## config.mk

```make
export PLATFORM = sky130hd
export DESIGN_NAME = eb_rd_ptr_ctrl
export DESIGN_NICKNAME = d
export VERILOG_FILES = /design/src/rtl/eb_rd_ptr_ctrl.sv
export SDC_FILE = /design/constraint.sdc
export NUM_CORES = 1
export LEC_CHECK = 0
export CELL_PAD_IN_SITES_DETAIL_PLACEMENT = 0
export CELL_PAD_IN_SITES_GLOBAL_PLACEMENT = 1
export CORE_MARGIN = 3
export CORE_UTILIZATION = 35
export CTS_BUF_LIST = sky130_fd_sc_hd__clkbuf_4 sky130_fd_sc_hd__clkbuf_8 sky130_fd_sc_hd__clkbuf_16
export CTS_CLUSTER_DIAMETER = 50
export DETAILED_ROUTE_END_ITERATION = 10
export PLACE_DENSITY = 0.8
export SETUP_SLACK_MARGIN = 0.02
export SLEW_MARGIN = 20
export SYNTH_ARGS = -nofsm -noshare
export SYNTH_HDL_FRONTEND = slang
export SYNTH_SLANG_ARGS = --single-unit
```

## constraint.sdc

```tcl
create_clock -name clk -period 4 [get_ports clk]
set_input_delay 0.4 -clock clk [delete_from_list [all_inputs] [get_ports clk]]
set_output_delay 0.4 -clock clk [all_outputs]
set_load 0.05 [all_outputs]
```

## src/rtl/eb_rd_ptr_ctrl.sv

```systemverilog
// eb_rd_ptr_ctrl: read-side pointer controller for the PCS RX elastic buffer.
// Decodes the synchronized gray write pointer, tracks fill level, and keeps
// the buffer near half full by dropping or repeating SKP symbols.
// Optional build macro: EB_STATS_EN adds saturating SKP add/drop counters.
module eb_rd_ptr_ctrl #(
  parameter int ADDR_WIDTH = 4,
  parameter int HALF_LEVEL = 8,
  parameter int MARGIN     = 2
) (
  input  logic                  clk,
  input  logic                  rst,
  input  logic [ADDR_WIDTH:0]   wr_ptr_gray_sync,
  input  logic                  rd_en,
  input  logic                  skp_rd,
  output logic [ADDR_WIDTH:0]   rd_ptr_bin,
  output logic [ADDR_WIDTH-1:0] rd_addr,
  output logic [ADDR_WIDTH:0]   fill_level,
  output logic                  data_valid,
  output logic                  empty,
  output logic                  underflow,
  output logic                  skp_delete,
  output logic                  skp_insert
`ifdef EB_STATS_EN
  ,
  input  logic                  stats_clr,
  output logic [15:0]           skp_del_cnt,
  output logic [15:0]           skp_ins_cnt
`endif
);

  localparam int PW = ADDR_WIDTH + 1;
  localparam logic [PW-1:0] HALF_TH = PW'(HALF_LEVEL);
  localparam logic [PW-1:0] DEL_TH  = PW'(HALF_LEVEL + MARGIN);
  localparam logic [PW-1:0] INS_TH  = PW'(HALF_LEVEL - MARGIN);

  typedef enum logic {
    FILL = 1'b0,
    RUN  = 1'b1
  } state_t;

  state_t        state, state_nx;
  logic [PW-1:0] wr_bin;
  logic [PW-1:0] ptr_nx;
  logic          uf_nx, del_nx, ins_nx;

  // Gray-to-binary decode of the synchronized write pointer.
  always_comb begin
    wr_bin         = '0;
    wr_bin[PW-1]   = wr_ptr_gray_sync[PW-1];
    for (int unsigned i = PW - 1; i > 0; i--)
      wr_bin[i-1] = wr_bin[i] ^ wr_ptr_gray_sync[i-1];
  end

  assign rd_addr    = rd_ptr_bin[ADDR_WIDTH-1:0];
  assign empty      = (fill_level == '0);
  assign data_valid = (state == RUN) && !empty;

  // Next-state, pointer action and pulse decisions from the registered fill.
  always_comb begin
    state_nx = state;
    ptr_nx   = rd_ptr_bin;
    uf_nx    = 1'b0;
    del_nx   = 1'b0;
    ins_nx   = 1'b0;
    case (state)
      FILL: begin
        if (fill_level >= HALF_TH)
          state_nx = RUN;
      end
      RUN: begin
        if (rd_en) begin
          if (empty) begin
            uf_nx    = 1'b1;
            state_nx = FILL;
          end else if (skp_rd && (fill_level > DEL_TH)) begin
            ptr_nx = rd_ptr_bin + PW'(2);
            del_nx = 1'b1;
          end else if (skp_rd && (fill_level < INS_TH)) begin
            ins_nx = 1'b1;
          end else begin
            ptr_nx = rd_ptr_bin + PW'(1);
          end
        end
      end
      default: state_nx = FILL;
    endcase
  end

  // State, pointer, fill level and one-cycle pulse registers.
  always_ff @(posedge clk or posedge rst) begin
    if (rst) begin
      state      <= FILL;
      rd_ptr_bin <= '0;
      fill_level <= '0;
      underflow  <= 1'b0;
      skp_delete <= 1'b0;
      skp_insert <= 1'b0;
    end else begin
      state      <= state_nx;
      rd_ptr_bin <= ptr_nx;
      fill_level <= wr_bin - rd_ptr_bin;
      underflow  <= uf_nx;
      skp_delete <= del_nx;
      skp_insert <= ins_nx;
    end
  end

`ifdef EB_STATS_EN
  // Saturating SKP drop/repeat counters; clear wins over increment.
  always_ff @(posedge clk or posedge rst) begin
    if (rst) begin
      skp_del_cnt <= '0;
      skp_ins_cnt <= '0;
    end else if (stats_clr) begin
      skp_del_cnt <= '0;
      skp_ins_cnt <= '0;
    end else begin
      if (skp_delete && (skp_del_cnt != '1))
        skp_del_cnt <= skp_del_cnt + 16'd1;
      if (skp_insert && (skp_ins_cnt != '1))
        skp_ins_cnt <= skp_ins_cnt + 16'd1;
    end
  end
`endif

endmodule

```

==> impl_metrics.tcl, run 1 <==
set metrics [dict create \
    synth_seq_area_share_pct 42.4 \
    synth_area_per_cell_um2 10.2 \
    clk_pin_slew_ns 0.08 \
    cp_slowest_stage_delay_ns 0.82 \
    syn_nets 97 \
    drc 0 \
    worstSetupPathType "register to primary output" \
    grt_pass1_vias 610 \
    synth_area_um2 826 \
    fin_skew_ns 0.000916 \
    place_inst 131 \
    max_freq_mhz 378 \
    synth_top_area_cell "dfrtp_1" \
    die_w_um 54.6 \
    clkLatencyLatePin_ns 0.28 \
    timing.final.crit_share_pct 66.1 \
    netlist_instances 81 \
    crit_chain "or4_4, nor2_1, clkdlybuf4s50_1" \
    start_kind "register" \
    crit_start "fill_level[4]$_DFF_PP0_" \
    area_growth_syn_to_layout_pct 37.6 \
    die_area_um2 2980 \
    place_congestion 0.860 \
    hold_class "input pin to async pin" \
    finalNonFillerCells 135 \
    yosysMostFrequentCell "dfrtp_1" \
    cp.required_ns 3.60 \
    worstPathBufferInverterCount 1 \
    cp.depth 3 \
    drv_slew 0 \
    postCtsSetupBuffers 0 \
    cts_sinks 14 \
    port_buffers 27 \
    r2r_cells 4 \
    crit_end "empty" \
    synthArstFlopShare_pct 100 \
    post-dp-hpwl_mm 1.36 \
    nets 125 \
    clockBufferDepth 2 \
    worstPathArrival_ns 2.24 \
    grt_util_all_layers_pct 13.5 \
    die_y_um 54.6 \
    drtAntennaViolNets 0 \
    slew_headroom_pct 63.8 \
    cts.repair.resized 0 \
    drtPass1Iterations 4 \
    cts_root_buf "clkbuf_4" \
    final_hold_viol_count 0 \
    io_pins 28 \
    endpoint_kind "primary output" \
    ys_types 27 \
    tns_ns 0 \
    via_per_inst 4.86 \
    path_max_fanout 5 \
    synth_edf_count 0 \
    yosysWarnings 0 \
    status "completed" \
    grt_pass1_wl_mm 2.78 \
    rows 16 \
    utilization_pct 54.0 \
    crit_slowest_cell "clkdlybuf4s50_1" \
    drt_iter0_markers 9 \
    insertedDiodeCount 0 \
    drive_above_1_share_pct 7.41 \
    wl_per_cell_um 12.0 \
    period_minus_slack_ns 2.64 \
    synth.top_cell.area_share_pct 42.4 \
    ff2ff_setup_slack_ns 2.21 \
    ys_seq_elements 14 \
    core_um2 2100 \
    cts_buffers 3 \
    vias 656 \
    grt_max_degree 15 \
    post_synth_main_area_contributors "dfrtp_1, ha_1, xnor2_1, inv_1, xor2_1" \
    cts_tree "built" \
    regToRegEndpoint "rd_ptr_bin[1]$_DFFE_PP0P_" \
    cap_violations 0 \
    rsz0062_at_grt "false" \
    r2r-start "fill_level[4]$_DFF_PP0_" \
    antenna_found_initial 0 \
    worst_slew_pin_slew_ns 0.543 \
    synth_flop_cell "dfrtp_1" \
    setup_viol 0 \
    synth_common_cells "dfrtp_1, inv_1, xnor2_1, ha_1" \
    grt_overflow 0 \
    drt-total-wl_mm 1.61 \
    hold_buffers 0 \
    cp_top_family "buffers and inverters" \
    htreeDepth 1 \
    start_util_pct 39.3 \
]
==> through the flow <==
step	hold WS [ns]	cell area (um^2)	setup slack (ns)
detailed placement	0.518	1100	1.06
global placement	0.519	1100	1.14
finish	0.460	1140	1.36
CTS	0.482	1140	1.34
floorplan	0.289	826	1.27
global route	0.518	1140	1.17
==> cell type report <==
type	instances	area (um^2)
multi-input combinational	52	404
fill	202	966
timing repair buffer	27	270
clock buffer	4	36.3
sequential	14	350
tap	27	33.8
inverter	11	41.3
==> metal layers <==
metal	up-vias	routed length (um)	global-route usage (%)
met4	0	34	7.47
li1	329	-	-
met1	305	694	17.0
met5	-	0	0
met2	18	782	20.9
met3	4	103	3.54
==> cells by family (layout without fill, tap and decap cells) <==
kind of cell / Yosys count / count (layout) / share of synthesized area (%)
AO/OA/AOI/OAI: 17 / 17 / 15.3
XOR/XNOR: 11 / 11 / 11.7
adder cells (fa/ha/maj): 7 / 7 / 11.5
buffers and inverters: 15 / 42 / 8.64
flip-flops: 14 / 14 / 42.4
AND/OR/NAND/NOR: 17 / 17 / 10.5
==> state kept, by name (all words and copies together), names as in the netlist <==
name	cells
skp_insert	1
skp_delete	1
fill_level	5
underflow	1
rd_ptr_bin	5
state	1
==> worst min-delay path by stage <==
stage                                    from                   endpoint  slack (ns)  cells past startpoint
finish                                    rst        underflow$_DFF_PP0_        0.46                      2
global route                              rst        underflow$_DFF_PP0_        0.52                      2
CTS                                       rst  rd_ptr_bin[0]$_DFFE_PP0P_        0.48                      2
detailed placement  rd_ptr_bin[4]$_DFFE_PP0P_  rd_ptr_bin[4]$_DFFE_PP0P_        0.52                      1
global placement    rd_ptr_bin[4]$_DFFE_PP0P_  rd_ptr_bin[4]$_DFFE_PP0P_        0.52                      1
floorplan                                 rst    fill_level[0]$_DFF_PP0_        0.29                      1
==> layout by cell type (no fill, tap or decap) <==
cell type / instances
xnor2_1: 7
a21o_1: 2
a221o_1: 1
or2_2: 1
fa_1: 1
o21ai_0: 2
a211oi_1: 1
nor2_1: 5
nor2_2: 1
clkbuf_8: 1
clkbuf_4: 3
o211a_1: 1
o32ai_1: 1
a21oi_1: 5
and3_1: 1
o2111ai_1: 1
nor3_1: 3
a2111o_1: 1
inv_1: 11
nand3_1: 1
ha_1: 6
xor2_1: 4
clkdlybuf4s50_1: 27
o21bai_2: 1
a2bb2oi_1: 1
nand2_1: 3
or3_1: 1
dfrtp_1: 14
or4_4: 1
Power of run 1 is not shown: default switching activity piles up to over one toggle a cycle in this logic, so the estimate is an artifact.
==> run 2, diff against run 1 <==
--- a/config.mk
+++ b/config.mk
@@ -8,11 +8,11 @@
 export CELL_PAD_IN_SITES_DETAIL_PLACEMENT = 0
 export CELL_PAD_IN_SITES_GLOBAL_PLACEMENT = 1
 export CORE_MARGIN = 3
-export CORE_UTILIZATION = 35
+export CORE_UTILIZATION = 33
 export CTS_BUF_LIST = sky130_fd_sc_hd__clkbuf_4 sky130_fd_sc_hd__clkbuf_8 sky130_fd_sc_hd__clkbuf_16
 export CTS_CLUSTER_DIAMETER = 50
 export DETAILED_ROUTE_END_ITERATION = 10
-export PLACE_DENSITY = 0.8
+export PLACE_DENSITY = 0.76
 export SETUP_SLACK_MARGIN = 0.02
 export SLEW_MARGIN = 20
 export SYNTH_ARGS = -nofsm -noshare
==> constraint.sdc (replaced) <==
create_clock -name clk -period 2.6 [get_ports clk]
set_input_delay 0.26 -clock clk [delete_from_list [all_inputs] [get_ports clk]]
set_output_delay 0.26 -clock clk [all_outputs]
set_load 0.05 [all_outputs]
==> run 2 against run 1 <==
  * Critical path depth did not move
  * Wire length rose by 6.9%
  * Design area fell by 0.22%
  * Highest routed layer unchanged
  * Sequential cell count did not move
  * Hold slack got worse by 0.13 ns
  * Sequential share of layout area rose by 0.068 points
==> impl_metrics.tcl, run 2 (same netlist as run 1, synthesis figures left out) <==
set metrics [dict create \
    final_cell_mix "clkdlybuf4s50_1, dfrtp_1, inv_1, xnor2_1, ha_1" \
    drt-total-wl_mm 1.73 \
    hold_buffers 0 \
    final_common_cell "clkdlybuf4s50_1" \
    cap_violations 0 \
    rsz0062_at_grt "false" \
    vias 669 \
    drv_slew 0 \
    start_util_pct 35.9 \
    insertedDiodeCount 0 \
    path_max_fanout 5 \
    wl_per_cell_um 12.7 \
    ff2ff_setup_slack_ns 0.80 \
    clockBufferDepth 2 \
    cts_tree "built" \
    cts.repair.resized 0 \
    die_w_um 56.0 \
    drive_above_1_share_pct 8.33 \
    io_pins 28 \
    worst_slew_pin_slew_ns 0.532 \
    stdcell_area_um2 1130 \
    fin_skew_ns 0.00280 \
    core_um2 2300 \
    rows 17 \
    die_area_um2 3140 \
    period_minus_slack_ns 2.46 \
    cts_buffers 3 \
    clk_pin_slew_ns 0.08 \
    worstPathBufferInverterCount 1 \
    worst_hold_slack_ns 0.327 \
    worstSetupPathType "register to primary output" \
    slew_headroom_pct 64.5 \
    die_y_um 56.0 \
    setup_viol 0 \
    cp_slowest_stage_delay_ns 0.80 \
    tns_ns 0 \
    antenna_found_initial 0 \
    cp.required_ns 2.34 \
    clkLatencyLatePin_ns 0.28 \
    status "completed" \
    start_kind "register" \
    gr-usage-met3_pct 3.94 \
    drc 0 \
    grt_util_all_layers_pct 12.1 \
    place_congestion 0.841 \
    crit_chain "or4_4, nor2_2, clkdlybuf4s50_1" \
    utilization_pct 49.3 \
    worstPathArrival_ns 2.20 \
    hold_class "input pin to async pin" \
    endpoint_kind "primary output" \
    grt_pass1_wl_mm 2.92 \
    drt_iter0_markers 9 \
    port_buffers 27 \
    dpl-instance-area_um2 1110 \
    grt_overflow 0 \
    top_usage_layer "met2" \
    crit_slowest_cell "clkdlybuf4s50_1" \
    cts_root_buf "clkbuf_4" \
    cp_top_family "buffers and inverters" \
    grt.met1_usage_pct 14.6 \
    drtAntennaViolNets 0 \
    reg_top3 "fill_level: 5 flops, rd_ptr_bin: 5 flops" \
    nets 126 \
    gr-usage-met2_pct 19.0 \
    area_growth_syn_to_layout_pct 37.3 \
    via_per_inst 4.92 \
    htreeDepth 1 \
    max_freq_mhz 406 \
    grt_pass1_vias 657 \
    grt_max_degree 15 \
    drtPass1Iterations 4 \
    postCtsSetupBuffers 0 \
    post-dp-hpwl_mm 1.40 \
    timing.final.crit_share_pct 94.8 \
    cts_sinks 14 \
    final_hold_viol_count 0 \
]
## run 2: changes by cell type in the layout (fill, tap and decap cells not counted), sizes merged
cell	previous run	this run
clkbuf	4	3
buf	0	1
## run 2: cell type report
type	count	area [um^2]
Fill cell	236	1160
Inverter	11	41.3
Sequential cell	14	350
Multi-Input combinational cell	52	407
Tap cell	28	35.0
Clock buffer	3	22.5
Timing Repair Buffer	28	278
## run 2: worst register-to-register path: cells and delay by family (launching register included)
family / cells / cell delay (ns)
compound gates: 2 / 0.55
flops: 1 / 0.44
simple gates: 2 / 0.70
## run 2: path summary, 6_finish.rpt
| check | endpoint | cells after the start | start |
|---|---|---|---|
| max reg2reg | rd_ptr_bin[1]$_DFFE_PP0P_ | 4 | fill_level[4]$_DFF_PP0_ |
| min reg2reg | state$_DFF_PP0_ | 2 | state$_DFF_PP0_ |
| max in group asynchronous | rd_ptr_bin[2]$_DFFE_PP0P_ | 2 | rst |
| max | empty | 3 | fill_level[4]$_DFF_PP0_ |
| min in group clk | state$_DFF_PP0_ | 2 | state$_DFF_PP0_ |
| min | underflow$_DFF_PP0_ | 2 | rst |
## run 2: per-layer routing
layer	routed length (um)	part of all wire, %
met5	0	0
met4	31	1.8
met3	120	7.0
met2	823	48
met1	749	43
## run 2: through the flow
stage                     instances  setup WS [ns]
final                           136          0.135
after CTS                       136          0.134
after detailed placement        133        -0.0920
after floorplan                  81          0.325
after global routing            136         0.0563
after global placement          133         0.0320
Power of run 2 is left out for the same reason.
==> run 3, diff against run 2 <==
--- a/config.mk
+++ b/config.mk
@@ -12,6 +12,7 @@
 export CTS_BUF_LIST = sky130_fd_sc_hd__clkbuf_4 sky130_fd_sc_hd__clkbuf_8 sky130_fd_sc_hd__clkbuf_16
 export CTS_CLUSTER_DIAMETER = 50
 export DETAILED_ROUTE_END_ITERATION = 10
+export GPL_TIMING_DRIVEN = 0
 export PLACE_DENSITY = 0.76
 export SETUP_SLACK_MARGIN = 0.02
 export SLEW_MARGIN = 20
==> run 3 against run 2 <==
  * Utilization is 1.9 points higher
  * Register-to-register slack better by 0.02 ns
  * First-iteration DRC count shrank 56%
  * Setup slack better by 0.015 ns
  * Global-route usage shrank 0.23 points
  * Die area did not move
  * Wire length down 5.1%
  * Design area is 3.9% higher
  * Count of clock-buffer cells in the layout is 1 higher
  * Non-clock buffer count increased by 3
  * Via count decreased by 0.45%
  * Final cell count rose by 2.9%
==> impl_metrics.tcl, run 3 (same netlist as run 1, synthesis figures left out) <==
set metrics [dict create \
    dr_wl_met2_um 815 \
    clk_pin_slew_ns 0.09 \
    start_util_pct 35.9 \
    place_inst 136 \
    cts.repair.resized 0 \
    htreeDepth 1 \
    cts_tree "built" \
    die_w_um 56.0 \
    rows 17 \
    dr_wl_met3_um 120 \
    status "completed" \
    drive_above_1_share_pct 12.5 \
    vias 666 \
    area_growth_syn_to_layout_pct 42.6 \
    cts_root_buf "clkbuf_4" \
    grt_max_degree 15 \
    grt_pass1_vias 656 \
    io_pins 28 \
    grt_util_all_layers_pct 11.8 \
    post-dp-hpwl_mm 1.39 \
    endpoint_kind "primary output" \
    pre_cts_ws_ns -0.185 \
    postCtsSetupBuffers 0 \
    final_cell_mix "clkdlybuf4s50_1, dfrtp_1, inv_1, xnor2_1, ha_1" \
    worstSetupPathType "register to primary output" \
    die_y_um 56.0 \
    nets 129 \
    finalNonFillerCells 140 \
    drc 0 \
    clockBufferDepth 2 \
    slew_headroom_pct 65.4 \
    worstPathArrival_ns 2.19 \
    place_congestion 0.859 \
    final_hold_viol_count 0 \
    drtAntennaViolNets 0 \
    reg_top3 "fill_level: 5 flops, rd_ptr_bin: 5 flops" \
    clkLatencyLatePin_ns 0.28 \
    die_area_um2 3140 \
    final_common_cell "clkdlybuf4s50_1" \
    drv_slew 0 \
    path_max_fanout 5 \
    core_um2 2300 \
    port_buffers 27 \
    setup_ws_ns 0.150 \
    period_minus_slack_ns 2.45 \
    insertedDiodeCount 0 \
    setup_viol 0 \
    drt_iter0_markers 4 \
    routed.top_layer "met4" \
    fin_skew_ns 0.00709 \
    rsz0062_at_grt "false" \
    cp.required_ns 2.34 \
    cts_sinks 14 \
    antenna_found_initial 0 \
    grt_overflow 0 \
    hold_class "input pin to async pin" \
    max_freq_mhz 408 \
    wl_per_cell_um 11.7 \
    via_per_inst 4.76 \
    drt-total-wl_mm 1.64 \
    cts_buffers 3 \
    grt_pass1_wl_mm 2.92 \
    worst_slew_pin_slew_ns 0.519 \
    cap_violations 0 \
    start_kind "register" \
    hold_buffers 0 \
    met1Wirelength_um 693 \
    drtPass1Iterations 4 \
    timing.final.crit_share_pct 94.2 \
]
run 3: cell count changes in the layout (fill, tap and decap cells not counted):
cell,before,now
xor2_2,0,1
xor2_1,4,3
clkbuf_8,0,1
buf_4,1,4
run 3: final cells by class:
class / instances / area, um^2
plain buffers: 4 / 30.0
clock buffers: 4 / 36.3
fillers: 231 / 1120
inverters: 11 / 41.3
multi-input cells: 52 / 414
flip-flops and latches: 14 / 350
well taps: 28 / 35.0
repair buffers: 27 / 270
run 3: stage by stage:
step / TNS, ns / hold WS (ns) / instance area (um^2) / util, %
floorplan: 0 / 0.149 / 828 / -
global placement: -0.148 / 0.517 / 1130 / 49.3
detailed placement: -0.185 / 0.515 / 1130 / 49.3
CTS: 0 / 0.337 / 1170 / 50.9
global route: 0 / 0.363 / 1180 / 51.3
finish: 0 / 0.314 / 1180 / 51.3
run 3: per-layer routing:
layer,track usage [%],vias up
met2,19.7,23
met1,14.2,307
met3,4.64,2
li1,-,334
met5,0,-
met4,3.05,0
run 3: worst max-delay path, cell delays in order (launching register included):
cell and delay, ns:
dfrtp_1 0.42, or4_4 0.57, nor2_2 0.11, clkdlybuf4s50_1 0.81
run 3: path summary, 6_finish.rpt:
path	startpoint	endpoint	slack (ns)	cells past startpoint
max in group asynchronous	rst	fill_level[3]$_DFF_PP0_	1.93	2
worst max-delay path	fill_level[4]$_DFF_PP0_	empty	0.15	3
worst min-delay path	rst	skp_delete$_DFF_PP0_	0.31	2
worst min register to register	rd_ptr_bin[4]$_DFFE_PP0P_	rd_ptr_bin[4]$_DFFE_PP0P_	0.54	1
worst max register to register	fill_level[4]$_DFF_PP0_	rd_ptr_bin[1]$_DFFE_PP0P_	0.82	4
min in group clk	rd_ptr_bin[4]$_DFFE_PP0P_	rd_ptr_bin[4]$_DFFE_PP0P_	0.54	1
Power of run 3 is left out for the same reason.
